**src/rtl/alu_pipe_hs.sv**
```systemverilog
// Two-stage ALU pipeline with valid/ready handshaking: stage 1 captures operands and
// opcode, stage 2 executes and registers the result with carry, overflow and zero flags.
module alu_pipe_hs #(
  parameter int WIDTH = 32,
  parameter int OPW   = 3
) (
  input  logic             clk,
  input  logic             reset,
  input  logic             in_valid,
  output logic             in_ready,
  input  logic [WIDTH-1:0] RD1,
  input  logic [WIDTH-1:0] RD2,
  input  logic [OPW-1:0]   INop,
  output logic             out_valid,
  input  logic             out_ready,
  output logic [WIDTH-1:0] WD,
  output logic             Cout,
  output logic             V,
  output logic             Z
);

  typedef enum logic [2:0] {
    OP_AND  = 3'b000,
    OP_OR   = 3'b001,
    OP_ADD  = 3'b010,
    OP_XOR  = 3'b011,
    OP_NOR  = 3'b100,
    OP_SLTU = 3'b101,
    OP_SUB  = 3'b110,
    OP_SLT  = 3'b111
  } op_e;

  logic             s1_valid;
  logic [WIDTH-1:0] s1_a;
  logic [WIDTH-1:0] s1_b;
  logic [OPW-1:0]   s1_op;

  logic             s1_en;
  logic             s2_en;

  logic             sub_like;
  logic [WIDTH-1:0] b_eff;
  logic [WIDTH-1:0] sum;
  logic             carry;
  logic             ovf;
  logic [WIDTH-1:0] alu_res;
  logic             alu_c;
  logic             alu_v;
  op_e              op;

  // The output stage frees up whenever it is empty or being drained; stage 1 may load
  // whenever it is empty or stage 2 is about to take its contents.
  assign s2_en    = !out_valid || out_ready;
  assign s1_en    = !s1_valid || s2_en;
  assign in_ready = s1_en;

  assign op       = op_e'(s1_op);

  // SUB, SLT and SLTU all share the a + ~b + 1 adder so the compares see the true difference.
  assign sub_like = (op == OP_SUB) || (op == OP_SLT) || (op == OP_SLTU);
  assign b_eff    = sub_like ? ~s1_b : s1_b;
  assign {carry, sum} = {1'b0, s1_a} + {1'b0, b_eff} + {{WIDTH{1'b0}}, sub_like};
  assign ovf      = (s1_a[WIDTH-1] == b_eff[WIDTH-1]) && (sum[WIDTH-1] != s1_a[WIDTH-1]);

  // NOTE: every signal written in always_comb gets a default first so no path leaves it
  // unassigned; otherwise synthesis infers a latch.
  always_comb begin
    alu_res = '0;
    alu_c   = 1'b0;
    alu_v   = 1'b0;
    unique case (op)
      OP_AND:  alu_res = s1_a & s1_b;
      OP_OR:   alu_res = s1_a | s1_b;
      OP_ADD: begin
        alu_res = sum;
        alu_c   = carry;
        alu_v   = ovf;
      end
      OP_XOR:  alu_res = s1_a ^ s1_b;
      OP_NOR:  alu_res = ~(s1_a | s1_b);
      OP_SLTU: alu_res = {{(WIDTH-1){1'b0}}, !carry};
      OP_SUB: begin
        alu_res = sum;
        alu_c   = carry;
        alu_v   = ovf;
      end
      OP_SLT:  alu_res = {{(WIDTH-1){1'b0}}, sum[WIDTH-1] ^ ovf};
      default: alu_res = '0;
    endcase
  end

  // NOTE: registers are assigned with <= so every flop samples the pre-edge values,
  // which is what lets both stages advance in the same cycle without racing.
  always_ff @(posedge clk or posedge reset) begin
    if (reset) begin
      s1_valid <= 1'b0;
      s1_a     <= '0;
      s1_b     <= '0;
      s1_op    <= '0;
    end else if (s1_en) begin
      s1_valid <= in_valid;
      if (in_valid) begin
        s1_a  <= RD1;
        s1_b  <= RD2;
        s1_op <= INop;
      end
    end
  end

  // Result and flags only move when a valid op enters the output stage, so they stay
  // stable under backpressure and across bubbles.
  always_ff @(posedge clk or posedge reset) begin
    if (reset) begin
      out_valid <= 1'b0;
      WD        <= '0;
      Cout      <= 1'b0;
      V         <= 1'b0;
      Z         <= 1'b0;
    end else if (s2_en) begin
      out_valid <= s1_valid;
      if (s1_valid) begin
        WD   <= alu_res;
        Cout <= alu_c;
        V    <= alu_v;
        Z    <= (alu_res == '0);
      end
    end
  end

endmodule

```
**config.mk**
```make
export PLATFORM = sky130hd
export DESIGN_NAME = alu_pipe_hs
export DESIGN_NICKNAME = d
export VERILOG_FILES = /design/src/rtl/alu_pipe_hs.sv
export SDC_FILE = /design/constraint.sdc
export NUM_CORES = 1
export LEC_CHECK = 0
export ABC_AREA = 1
export ABC_CLOCK_PERIOD_IN_PS = 4500
export CAP_MARGIN = 20
export CORE_MARGIN = 3
export CORE_UTILIZATION = 40
export DETAILED_ROUTE_END_ITERATION = 10
export MAX_ROUTING_LAYER = met4
export SLEW_MARGIN = 15
export SYNTH_ARGS = -nofsm -noshare
export SYNTH_HDL_FRONTEND = slang
export SYNTH_SLANG_ARGS = --single-unit
```
**constraint.sdc**
```tcl
create_clock -name clk -period 4.5 [get_ports clk]
set_input_delay 0.9 -clock clk [delete_from_list [all_inputs] [get_ports clk]]
set_output_delay 0.9 -clock clk [all_outputs]
set_load 0.005 [all_outputs]
```
==> results of run 1 <==
-- final timing paths --
| path | to | slack [ps] | cells past startpoint |
|---|---|---|---|
| max | Z | 880 | 22 |
| min in group asynchronous | WD[16] | 1050 | 2 |
| max in group asynchronous | s1_b[23] | 2720 | 3 |
| max reg2reg | Z | 880 | 22 |
| min reg2reg | out_valid | 480 | 2 |
| min | out_valid | 480 | 2 |
-- layout make-up --
class / instances / area (um^2)
Inverter: 178 / 670.6
Fill cell: 2232 / 10860
Clock inverter: 4 / 28.78
Multi-Input combinational cell: 926 / 5151
Clock buffer: 12 / 256.5
Sequential cell: 104 / 2603
Timing Repair Buffer: 118 / 1179
Tap cell: 275 / 344.1
-- state kept, by name, indices dropped and copies added, names as in the netlist --
signal	flops
Cout	1
V	1
WD	32
Z	1
op	3
out_valid	1
s1_a	32
s1_b	32
s1_valid	1
-- power groups by stage --
stage	clock [mW]	sequential, mW	combinational [mW]
after detailed placement	0	1.34	2.79
after global routing	0.848	1.36	3.20
final	0.792	1.33	2.82
after CTS	0.812	1.33	2.81
after floorplan	0	1.30	1.83
after global placement	0	1.34	2.78
-- stage by stage --
step | setup slack, ps | cell area (um^2) | utilization (%) | power (mW)
3_3_place_gp | 958.7 | 9927 | 47.07 | 4.129
4_1_cts | 899.6 | 10210 | 48.43 | 4.952
5_1_grt | 563.3 | 10230 | 48.52 | 5.413
6_report | 876.2 | 10230 | 48.52 | 4.943
2_1_floorplan | 867.8 | 8606 | - | 3.129
3_5_place_dp | 905.2 | 9927 | 47.07 | 4.132
-- kinds of logic (layout without fill, tap and decap cells) --
family / count (synthesis) / in the layout / synth area share (%)
XOR/XNOR: 31 / 31 / 3.155
AO/OA/AOI/OAI: 230 / 230 / 14.82
AND/OR/NAND/NOR: 569 / 569 / 27.67
flip-flops: 104 / 104 / 30.24
adder cells (fa/ha/maj): 96 / 96 / 14.04
buffers and inverters: 221 / 312 / 10.08
-- critical path, cell delays in order (launching register included) --
cell,delay [ps]
dfrtp_1,510
o21ai_4,200
buf_4,310
xor2_1,230
inv_1,80
fa_1,410
inv_1,150
nand2_1,90
nand2_1,120
nand3_1,110
nand2_1,140
nand2_1,80
nand2_1,120
nand4_1,120
nand3_1,110
nand3_1,70
inv_1,60
nand2_1,70
nand2_1,110
nand2_1,60
nor2_1,210
nand4_1,120
nand2_1,80
-- cells in the final DEF (no fill, tap or decap), types with 21 or more instances in the layout --
master           Yosys  routed
o21ai_0             80      80
ha_1                95      95
or2_2               21      21
nand2_1            320     319
dfrtp_1            104     104
inv_1              176     174
a21oi_1            103     103
clkdlybuf4s50_1      0     107
xor2_1              31      31
nand3_1             57      57
a211oi_1            24      24
nor2_1             132     131
-- routing by layer --
layer | vias to the layer above | part of all wire, % | global-route usage (%)
met1 | 3802 | 50 | 32.24
met3 | 29 | 4.6 | 3.721
met5 | - | 0 | -
met2 | 183 | 44 | 35.76
met4 | 0 | 1.6 | 5.006
li1 | 4180 | - | -
==> summary.txt, run 1 <==
Power and ir drop
  – Switch Pwr: 2.300 mW
  – Clock power share: 16.0%
  – Leak: 5.300 nW
  – Internal: 2.643 mW
  – Switching share of power: 46.53%
  – Reg power frac: 26.9%
  – Combinational Power Share: 57.1%
  – Total power per unit cell area: 483.1 nW/um^2
  – VDD IR max: 216.3 uV

STA
  – Final Hold Viols: 0
  – Worst-case clock skew: 6.267 ps
  – Slew @ Worst Pin: 889.6 ps
  – Max transition margin: 40.55%
  – RSZ-0062 raised after global routing: no
  – Final setup violation count: 0
  – Highest Clock Rate: 276.0 MHz
  – Post-layout min period: 3624 ps
  – Setup TNS: 0 ps
  – Minimum hold slack: 481.5 ps
  – Final worst-path cycle share: 80.53%
  – Final Max Slew Viols: 0

Synth
  – Post-synth top flop: dfrtp_1
  – Most common cell in the netlist: nand2_1
  – Area of the mapped netlist: 8606 um^2
  – Post-synth top area share: 30.24%
  – Area contributors post-synth: dfrtp_1, nand2_1, ha_1
  – Post-synthesis cell type count: 36
  – Warning count from the yosys run: 0
  – Synth cell count leaders: nand2_1, inv_1, nor2_1, dfrtp_1, a21oi_1
  – Post-Syn Instances: 1251
  – Sequential area share after synthesis: 30.24%
  – Post-Synthesis Mean Instance Area: 6.879 um^2
  – FFs w/ async S/R, synth: 100.0%
  – Number of synthesized flops with an enable pin: 0
  – Synthesis-stage register bit count: 104
  – Leading area contributor after synthesis: dfrtp_1
  – Syn Nets: 1418

GRT
  – Gr ovfl total: 0
  – First-pass GRT wire length: 42.50 mm
  – Initial antenna violation count: 0
  – Number of global-route vias before repair: 8046
  – Total track usage: 23.13%
  – Largest net degree at the start of global routing: 66

Final layout
  – Layout Cells excl Fill: 1617
  – Fraction of layout cells with a size suffix above 1: 4.396%
  – Layout area overhead: 18.90%
  – # diodes: 0
  – Nets: 1504

Placement
  – Placed Cells: 1600
  – Number of buffers added on ports: 107
  – Routability Congestion: 0.9843
  – Post-DP HPWL: 19.98 mm

Min path
  – Tightest Hold Check Type: flop to flop
  – Worst hold start: s1_valid

Drt
  – Post-route ant nets: 0
  – DR WL/cell: 16.04 um
  – Post-route DRC: 0
  – Via count: 8194
  – 1st-iter DRT viols: 661
  – Final wirelength: 25.94 mm
  – TritonRoute pass-1 iters: 5
  – Vias per cell: 5.067

Die
  – Die ar.: 23310 um^2
  – Die X: 152.7 um
  – Starting Density: 40.81%
  – Rows: 53
  – Core area: 21090 um^2
  – Boundary Pins: 108
  – Die Ht: 152.7 um

Worst setup path
  – Worst endpoint required time: 4810 ps
  – CP Capture Type: flop
  – Critical path class: flop to flop
  – Worst R2R Start: op[0]
  – CP Launch Point: op[0]
  – Worst EP arrival: 3930 ps
  – Critical Path Start Type: flop
  – Crit Path Max Fanout: 18

Clocking
  – Clock buffer depth: 2
  – Worst-path clk slew: 70 ps
  – Skew-Pair Late Insertion Delay: 370 ps
  – Cts bufs inserted: 9
  – H-tree Lvls: 3
  – CTS root buffer: clkbuf_16
  – Post-CTS Resized: 0
  – Num Clock Sinks: 104
  – Hold Buf Count CTS: 0
  – Post-CTS setup buffer count: 0
  – CTS tree: done

Status
  – Status: completed

Run
  – Maxcap violations: 0
No activity file was read; power rests on OpenSTA's default activity.
==> run 2: changes to the inputs <==
--- a/config.mk
+++ b/config.mk
@@ -6,7 +6,7 @@
 export NUM_CORES = 1
 export LEC_CHECK = 0
 export ABC_AREA = 1
-export ABC_CLOCK_PERIOD_IN_PS = 4500
+export ABC_CLOCK_PERIOD_IN_PS = 3500
 export CAP_MARGIN = 20
 export CORE_MARGIN = 3
 export CORE_UTILIZATION = 40
==> constraint.sdc (replaced) <==
create_clock -name clk -period 3.5 [get_ports clk]
set_input_delay 0.7 -clock clk [delete_from_list [all_inputs] [get_ports clk]]
set_output_delay 0.7 -clock clk [all_outputs]
set_load 0.005 [all_outputs]
==> run 2 against run 1 <==
Against the previous run: critical path type unchanged; die area did not move; count of clock-buffer cells in the layout is 2 lower; highest routed layer unchanged; core utilization grew 0.72 points; critical path depth is 4 lower; non-clock buffer count grew 9; largest power group unchanged; worst setup slack worse by 660 ps; sequential power grew 26%.
==> summary.txt, run 2 (synthesis gave the netlist of run 1 again) <==
Die
  – Die ar.: 23310 um^2 (unchanged)
  – Die Ht: 152.7 um (unchanged)
  – Die X: 152.7 um (unchanged)
  – Core area: 21090 um^2 (unchanged)
  – Boundary Pins: 108 (unchanged)
  – Rows: 53 (unchanged)
  – Starting Density: 40.81% (unchanged)

STA
  – Post-layout min period: 3282 ps (-342.2 ps)
  – Minimum hold slack: 482.6 ps (+1.091 ps)
  – Setup TNS: 0 ps (unchanged)
  – Highest Clock Rate: 304.7 MHz (+10%)
  – Final worst-path cycle share: 93.76% (+13 points)
  – Final Max Slew Viols: 0 (unchanged)
  – Slew @ Worst Pin: 741.4 ps (-148.2 ps)
  – Max transition margin: 50.52% (+10 points)
  – Final Hold Viols: 0 (unchanged)
  – Final setup violation count: 0 (unchanged)
  – Worst-case clock skew: 11.44 ps (+5.173 ps)

Worst setup path
  – Critical-path top delay cell: dfrtp_1
  – Buf/Inv on CP: 3 (-1)
  – Critical Path Start Type: flop
  – CP Capture Type: flop
  – Worst R2R Start: op[1]
  – Worst endpoint required time: 3750 ps (-1060 ps)
  – Critical path class: flop to flop
  – Capture point of the worst reg-to-reg path: Z
  – Crit Path Max Fanout: 13 (-5)
  – CP Cell Sequence: o21ai_4 -> buf_4 -> buf_12 -> xor2_1 -> ha_1 -> nand2_1 -> inv_1 -> nand3_1 -> nor3_1 -> nand2_1 -> nand2_1 -> o21ai_1 -> o21ai_0 -> nand2_1 -> nand2_1 -> nor2_1 -> nand4_1 -> nand2_1
  – FF-to-FF path depth: 18 (-18%)
  – Worst EP arrival: 3540 ps (-390 ps)
  – CP top delay family: simple AND/OR/NAND/NOR gates
  – Critical Path Most Common Cell: nand2_1
  – CP max stage delay: 410 ps (-100 ps)
  – R2r setup slk: 220 ps (-660 ps)
  – Crit path depth: 18 (-18%)

Clocking
  – CTS root buffer: clkbuf_16
  – Num Clock Sinks: 104 (unchanged)
  – Worst-path clk slew: 80 ps (about the same)
  – H-tree Lvls: 3 (unchanged)
  – Skew-Pair Late Insertion Delay: 360 ps (about the same)
  – Cts bufs inserted: 9 (unchanged)
  – CTS tree: done
  – Clock buffer depth: 2 (unchanged)

GRT
  – Largest net degree at the start of global routing: 68 (+3.0%)
  – Initial antenna violation count: 0 (unchanged)
  – Total track usage: 22.88% (-0.26 points)
  – Number of global-route vias before repair: 8026 (-0.25%)
  – First-pass GRT wire length: 42.35 mm (-0.36%)
  – Gr ovfl total: 0 (unchanged)

Drt
  – Post-route ant nets: 0 (unchanged)
  – DR WL/cell: 15.83 um (-1.3%)
  – 1st-iter DRT viols: 493 (-25%)
  – Vias per cell: 5.018 (-0.97%)
  – TritonRoute pass-1 iters: 5 (unchanged)
  – Via count: 8155 (-0.48%)
  – Post-route DRC: 0 (unchanged)
  – Final wirelength: 25.73 mm (-0.82%)

Min path
  – Tightest Hold Check Type: flop to flop
  – Worst Hold Endpoint: WD[19]
  – Worst hold start: WD[19]
  – Hold Path Depth: 2 (unchanged)

Final layout
  – Layout area overhead: 20.68%
  – Final Util: 49.25% (+0.72 points)
  – Register area: 2603 um^2 (unchanged)
  – Commonest non-fill, non-tap cell in the layout: nand2_1
  – Biggest regs: WD: 32 flops, s1_a: 32 flops, s1_b: 32 flops
  – Commonest cells after routing, fill and taps aside: nand2_1, inv_1, nor2_1
  – Fill count: 2246 (+0.63%)
  – Area occupied by multi-input gates: 5181 um^2 (+0.58%)
  – # diodes: 0 (unchanged)
  – Fraction of layout cells with a size suffix above 1: 5.852% (+1.5 points)
  – Nets: 1513 (+0.60%)

Status
  – Status: completed

Placement
  – Post-DP HPWL: 20.08 mm (+0.52%)
  – Routability Congestion: 0.9552 (-3.0%)
  – Number of buffers added on ports: 107 (unchanged)

Run
  – Maxcap violations: 0 (unchanged)

Power and ir drop
  – Leak: 5.368 nW (+1.3%)
  – Total power: 6.465 mW (+31%)
  – Total power per unit cell area: 622.5 nW/um^2 (+29%)
  – VDD IR max: 266.4 uV (+23%)
run 2: per-stage QoR:
stage / cell area [um^2] / worst slack [ps] / cells
2_1_floorplan: 8606 / 67.81 / 1251
3_3_place_gp: 10010 / 54.21 / 1607
3_5_place_dp: 10010 / 50.97 / 1607
4_1_cts: 10320 / 49.58 / 1622
5_1_grt: 10390 / -21.67 / 1625
6_report: 10390 / 218.4 / 1625
run 2: worst register-to-register path, stage by stage, from the launching register on:
cell and delay, ps:
dfrtp_1 410, o21ai_4 250, buf_4 170, buf_12 150, xor2_1 90, ha_1 380, nand2_1 90, inv_1 80
nand3_1 150, nor3_1 400, nand2_1 130, nand2_1 80, o21ai_1 50, o21ai_0 230, nand2_1 110, nand2_1 190
nor2_1 90, nand4_1 90, nand2_1 50
run 2: what timing repair did:
action,4_1_cts,5_1_grt
resized for setup,0,17
hold buffers,0,0
setup endpoints to repair,0,3
setup buffers,0,3
run 2: report_power, final:
| group | internal, mW | total (mW) | leakage [nW] | switching, mW |
|---|---|---|---|---|
| combinational | 1.43 | 3.68 | 4.00 | 2.25 |
| clock | 0.626 | 1.10 | 0.153 | 0.472 |
| sequential | 1.49 | 1.68 | 1.21 | 0.196 |
| total | 3.54 | 6.46 | 5.37 | 2.92 |
run 2: worst max-delay path by stage:
stage / endpoint / slack [ps] / startpoint
final: Z / 220 / op[1]
after global routing: Z / -20 / op[1]
after CTS: Z / 50 / op[0]
after detailed placement: Z / 50 / op[0]
after global placement: Z / 50 / op[0]
after floorplan: Cout / 70 / reset
run 2: area by class of cell:
cell class                      count  share of cell area (%)
Clock buffer                       10                   2.205
Clock inverter                      5                  0.7952
Inverter                          178                   6.458
Multi-Input combinational cell    926                   49.89
Sequential cell                   104                   25.06
Tap cell                          275                   3.313
Timing Repair Buffer              127                   12.28
run 2: per-layer routing:
metal	global-route usage, %	routed length, um	up-vias
met5	-	0	-
met4	4.115	250	0
met3	3.124	967	20
met2	35.68	11590	187
met1	32.30	12920	3745
li1	-	-	4203
==> run 3: changes to the inputs <==
--- a/config.mk
+++ b/config.mk
@@ -6,7 +6,7 @@
 export NUM_CORES = 1
 export LEC_CHECK = 0
 export ABC_AREA = 1
-export ABC_CLOCK_PERIOD_IN_PS = 3500
+export ABC_CLOCK_PERIOD_IN_PS = 3300
 export CAP_MARGIN = 20
 export CORE_MARGIN = 3
 export CORE_UTILIZATION = 40
==> constraint.sdc (replaced) <==
create_clock -name clk -period 3.3 [get_ports clk]
set_input_delay 0.66 -clock clk [delete_from_list [all_inputs] [get_ports clk]]
set_output_delay 0.66 -clock clk [all_outputs]
set_load 0.005 [all_outputs]
==> run 3 against run 2 <==
Against the previous run: maximum frequency is 3.5% higher; count of clock-buffer cells in the layout is 2 higher; die area stayed put.
==> summary.txt, run 3 (synthesis gave the netlist of run 1 again) <==
Status
  – Status: completed

Worst setup path
  – CP Cell Sequence: o21ai_4 -> buf_12 -> buf_4 -> xor2_2 -> ha_4 -> a21oi_2 -> inv_1 -> nor2_2 -> nand2_2 -> nand2_1 -> nand2_1 -> nand2_1 -> nand2_1 -> nand2_1 -> nand2_1 -> o21ai_1 -> o21ai_2 -> nand2_1 -> nor2_2 -> nand4_1 -> nand2_1
  – CP Capture Type: flop
  – Buf/Inv on CP: 3 (unchanged)
  – CP top delay family: simple AND/OR/NAND/NOR gates
  – Worst EP arrival: 3420 ps (-120 ps)
  – Worst endpoint required time: 3550 ps (-200 ps)
  – Worst R2R Start: op[1]
  – CP max stage delay: 410 ps (about the same)
  – CP Launch Point: op[1]
  – Critical path class: flop to flop
  – Critical Path Start Type: flop
  – Critical Path Most Common Cell: nand2_1
  – FF-to-FF path depth: 21 (+3)
  – R2r setup slk: 130 ps (-90 ps)
  – Capture point of the worst reg-to-reg path: Z
  – Critical-path top delay cell: dfrtp_1
  – Crit Path Max Fanout: 4 (-9)

Placement
  – Number of buffers added on ports: 107 (unchanged)
  – Placed Cells: 1619 (+0.75%)
  – Post-DP HPWL: 19.85 mm (-1.2%)
  – Routability Congestion: 0.9338 (-2.2%)
  – Dpl ws: -164.4 ps (-215.4 ps)

Min path
  – Worst Hold Endpoint: WD[2]
  – Worst hold start: WD[2]
  – Tightest Hold Check Type: flop to flop
  – Hold Path Depth: 2 (unchanged)

STA
  – Final setup violation count: 0 (unchanged)
  – Final worst-path cycle share: 96.06% (+2.3 points)
  – Max transition margin: 41.37% (-9.1 points)
  – Post-route setup slack: 129.9 ps (-88.54 ps)
  – Final Hold Viols: 0 (unchanged)
  – Minimum hold slack: 486.7 ps (+4.154 ps)
  – Slew @ Worst Pin: 878.5 ps (+137.0 ps)
  – Post-layout min period: 3170 ps (-111.5 ps)
  – Worst-case clock skew: 10.57 ps (-0.8670 ps)
  – Highest Clock Rate: 315.4 MHz (+3.5%)
  – Final Max Slew Viols: 0 (unchanged)

Die
  – Die Ht: 152.7 um (unchanged)
  – Core area: 21090 um^2 (unchanged)
  – Starting Density: 40.81% (unchanged)
  – Rows: 53 (unchanged)
  – Die X: 152.7 um (unchanged)
  – Boundary Pins: 108 (unchanged)
  – Die ar.: 23310 um^2 (unchanged)

Clocking
  – H-tree Lvls: 3 (unchanged)
  – CTS tree: done
  – Cts bufs inserted: 9 (unchanged)
  – Worst-path clk slew: 70 ps (about the same)
  – Clock buffer depth: 2 (unchanged)
  – Hold Buf Count CTS: 0 (unchanged)
  – Skew-Pair Late Insertion Delay: 360 ps (about the same)
  – Num Clock Sinks: 104 (unchanged)
  – CTS root buffer: clkbuf_16

GRT
  – First-pass GRT wire length: 41.97 mm (-0.90%)
  – Number of global-route vias before repair: 8111 (+1.1%)
  – Total track usage: 22.49% (-0.38 points)
  – Largest net degree at the start of global routing: 136 (+100%)
  – Initial antenna violation count: 0 (unchanged)
  – Gr ovfl total: 0 (unchanged)

Final layout
  – Layout area overhead: 27.76%
  – Biggest regs: WD: 32 flops, s1_a: 32 flops, s1_b: 32 flops
  – Final Util: 52.14% (+2.9 points)
  – Layout Cells excl Fill: 1652 (+1.7%)
  – # diodes: 0 (unchanged)
  – Commonest non-fill, non-tap cell in the layout: nand2_1
  – Commonest cells after routing, fill and taps aside: nand2_1, inv_1, nor2_1
  – Nets: 1539 (+1.7%)
  – Fraction of layout cells with a size suffix above 1: 13.73% (+7.9 points)

Drt
  – Final wirelength: 26.28 mm (+2.1%)
  – Post-route DRC: 0 (unchanged)
  – Via count: 8341 (+2.3%)
  – TritonRoute pass-1 iters: 6 (+1)
  – 1st-iter DRT viols: 563 (+14%)
  – Vias per cell: 5.049 (+0.61%)
  – Post-route ant nets: 0 (unchanged)
  – DR WL/cell: 15.90 um (+0.46%)

Power and ir drop
  – Total power: 7.352 mW (+14%)
  – Total power per unit cell area: 668.7 nW/um^2 (+7.4%)
  – Leak: 5.520 nW (+2.8%)
  – VDD IR max: 311.9 uV (+17%)

Run
  – Maxcap violations: 0 (unchanged)
-- run 3: worst max-delay path by stage --
stage | to | cells past startpoint | slack [ps]
after floorplan | Z | 20 | 350
after global placement | Z | 16 | -200
after CTS | Z | 22 | 8
after global routing | Z | 21 | -70
final | Z | 21 | 130
after detailed placement | Z | 20 | -160
-- run 3: repair_timing --
item / 4_1_cts / 5_1_grt
setup endpoints to repair: 2 / 7
gates cloned: 0 / 1
setup buffers: 0 / 16
pin swaps: 0 / 42
resized for setup: 7 / 111
-- run 3: power by group --
group	total (mW)	leakage, nW	switching (mW)	internal, mW
Combinational	4.51	4.17	2.65	1.86
Sequential	1.79	1.21	0.216	1.58
Clock	1.05	0.133	0.511	0.536
Total	7.35	5.52	3.38	3.98
-- run 3: layout make-up --
class                      instances  area (um^2)
clock buffer                      12        246.5
tap                              275        344.1
clock inverter                     4        30.03
inverter                         178        671.9
timing repair buffer             153         1496
multi-input combinational        926         5602
fill                            2117        10090
sequential                       104         2604
-- run 3: worst min-delay path, cell delays in order, from the launching register on --
cell and delay, ps:
dfrtp_1 340, nand2_1 50, o21ai_0 60
-- run 3: per-layer routing --
layer	up-vias	part of all wire (%)	track usage, %
li1	4240	-	-
met5	-	0	-
met3	32	3.9	2.073
met2	205	45	34.84
met1	3864	50	31.72
met4	0	2.0	6.152
-- run 3: stage by stage --
stage	TNS (ps)	instance area (um^2)
6_report	0	10990
4_1_cts	0	10390
3_3_place_gp	-312.6	10090
2_1_floorplan	0	8610
3_5_place_dp	-205.4	10090
5_1_grt	-71.67	10990
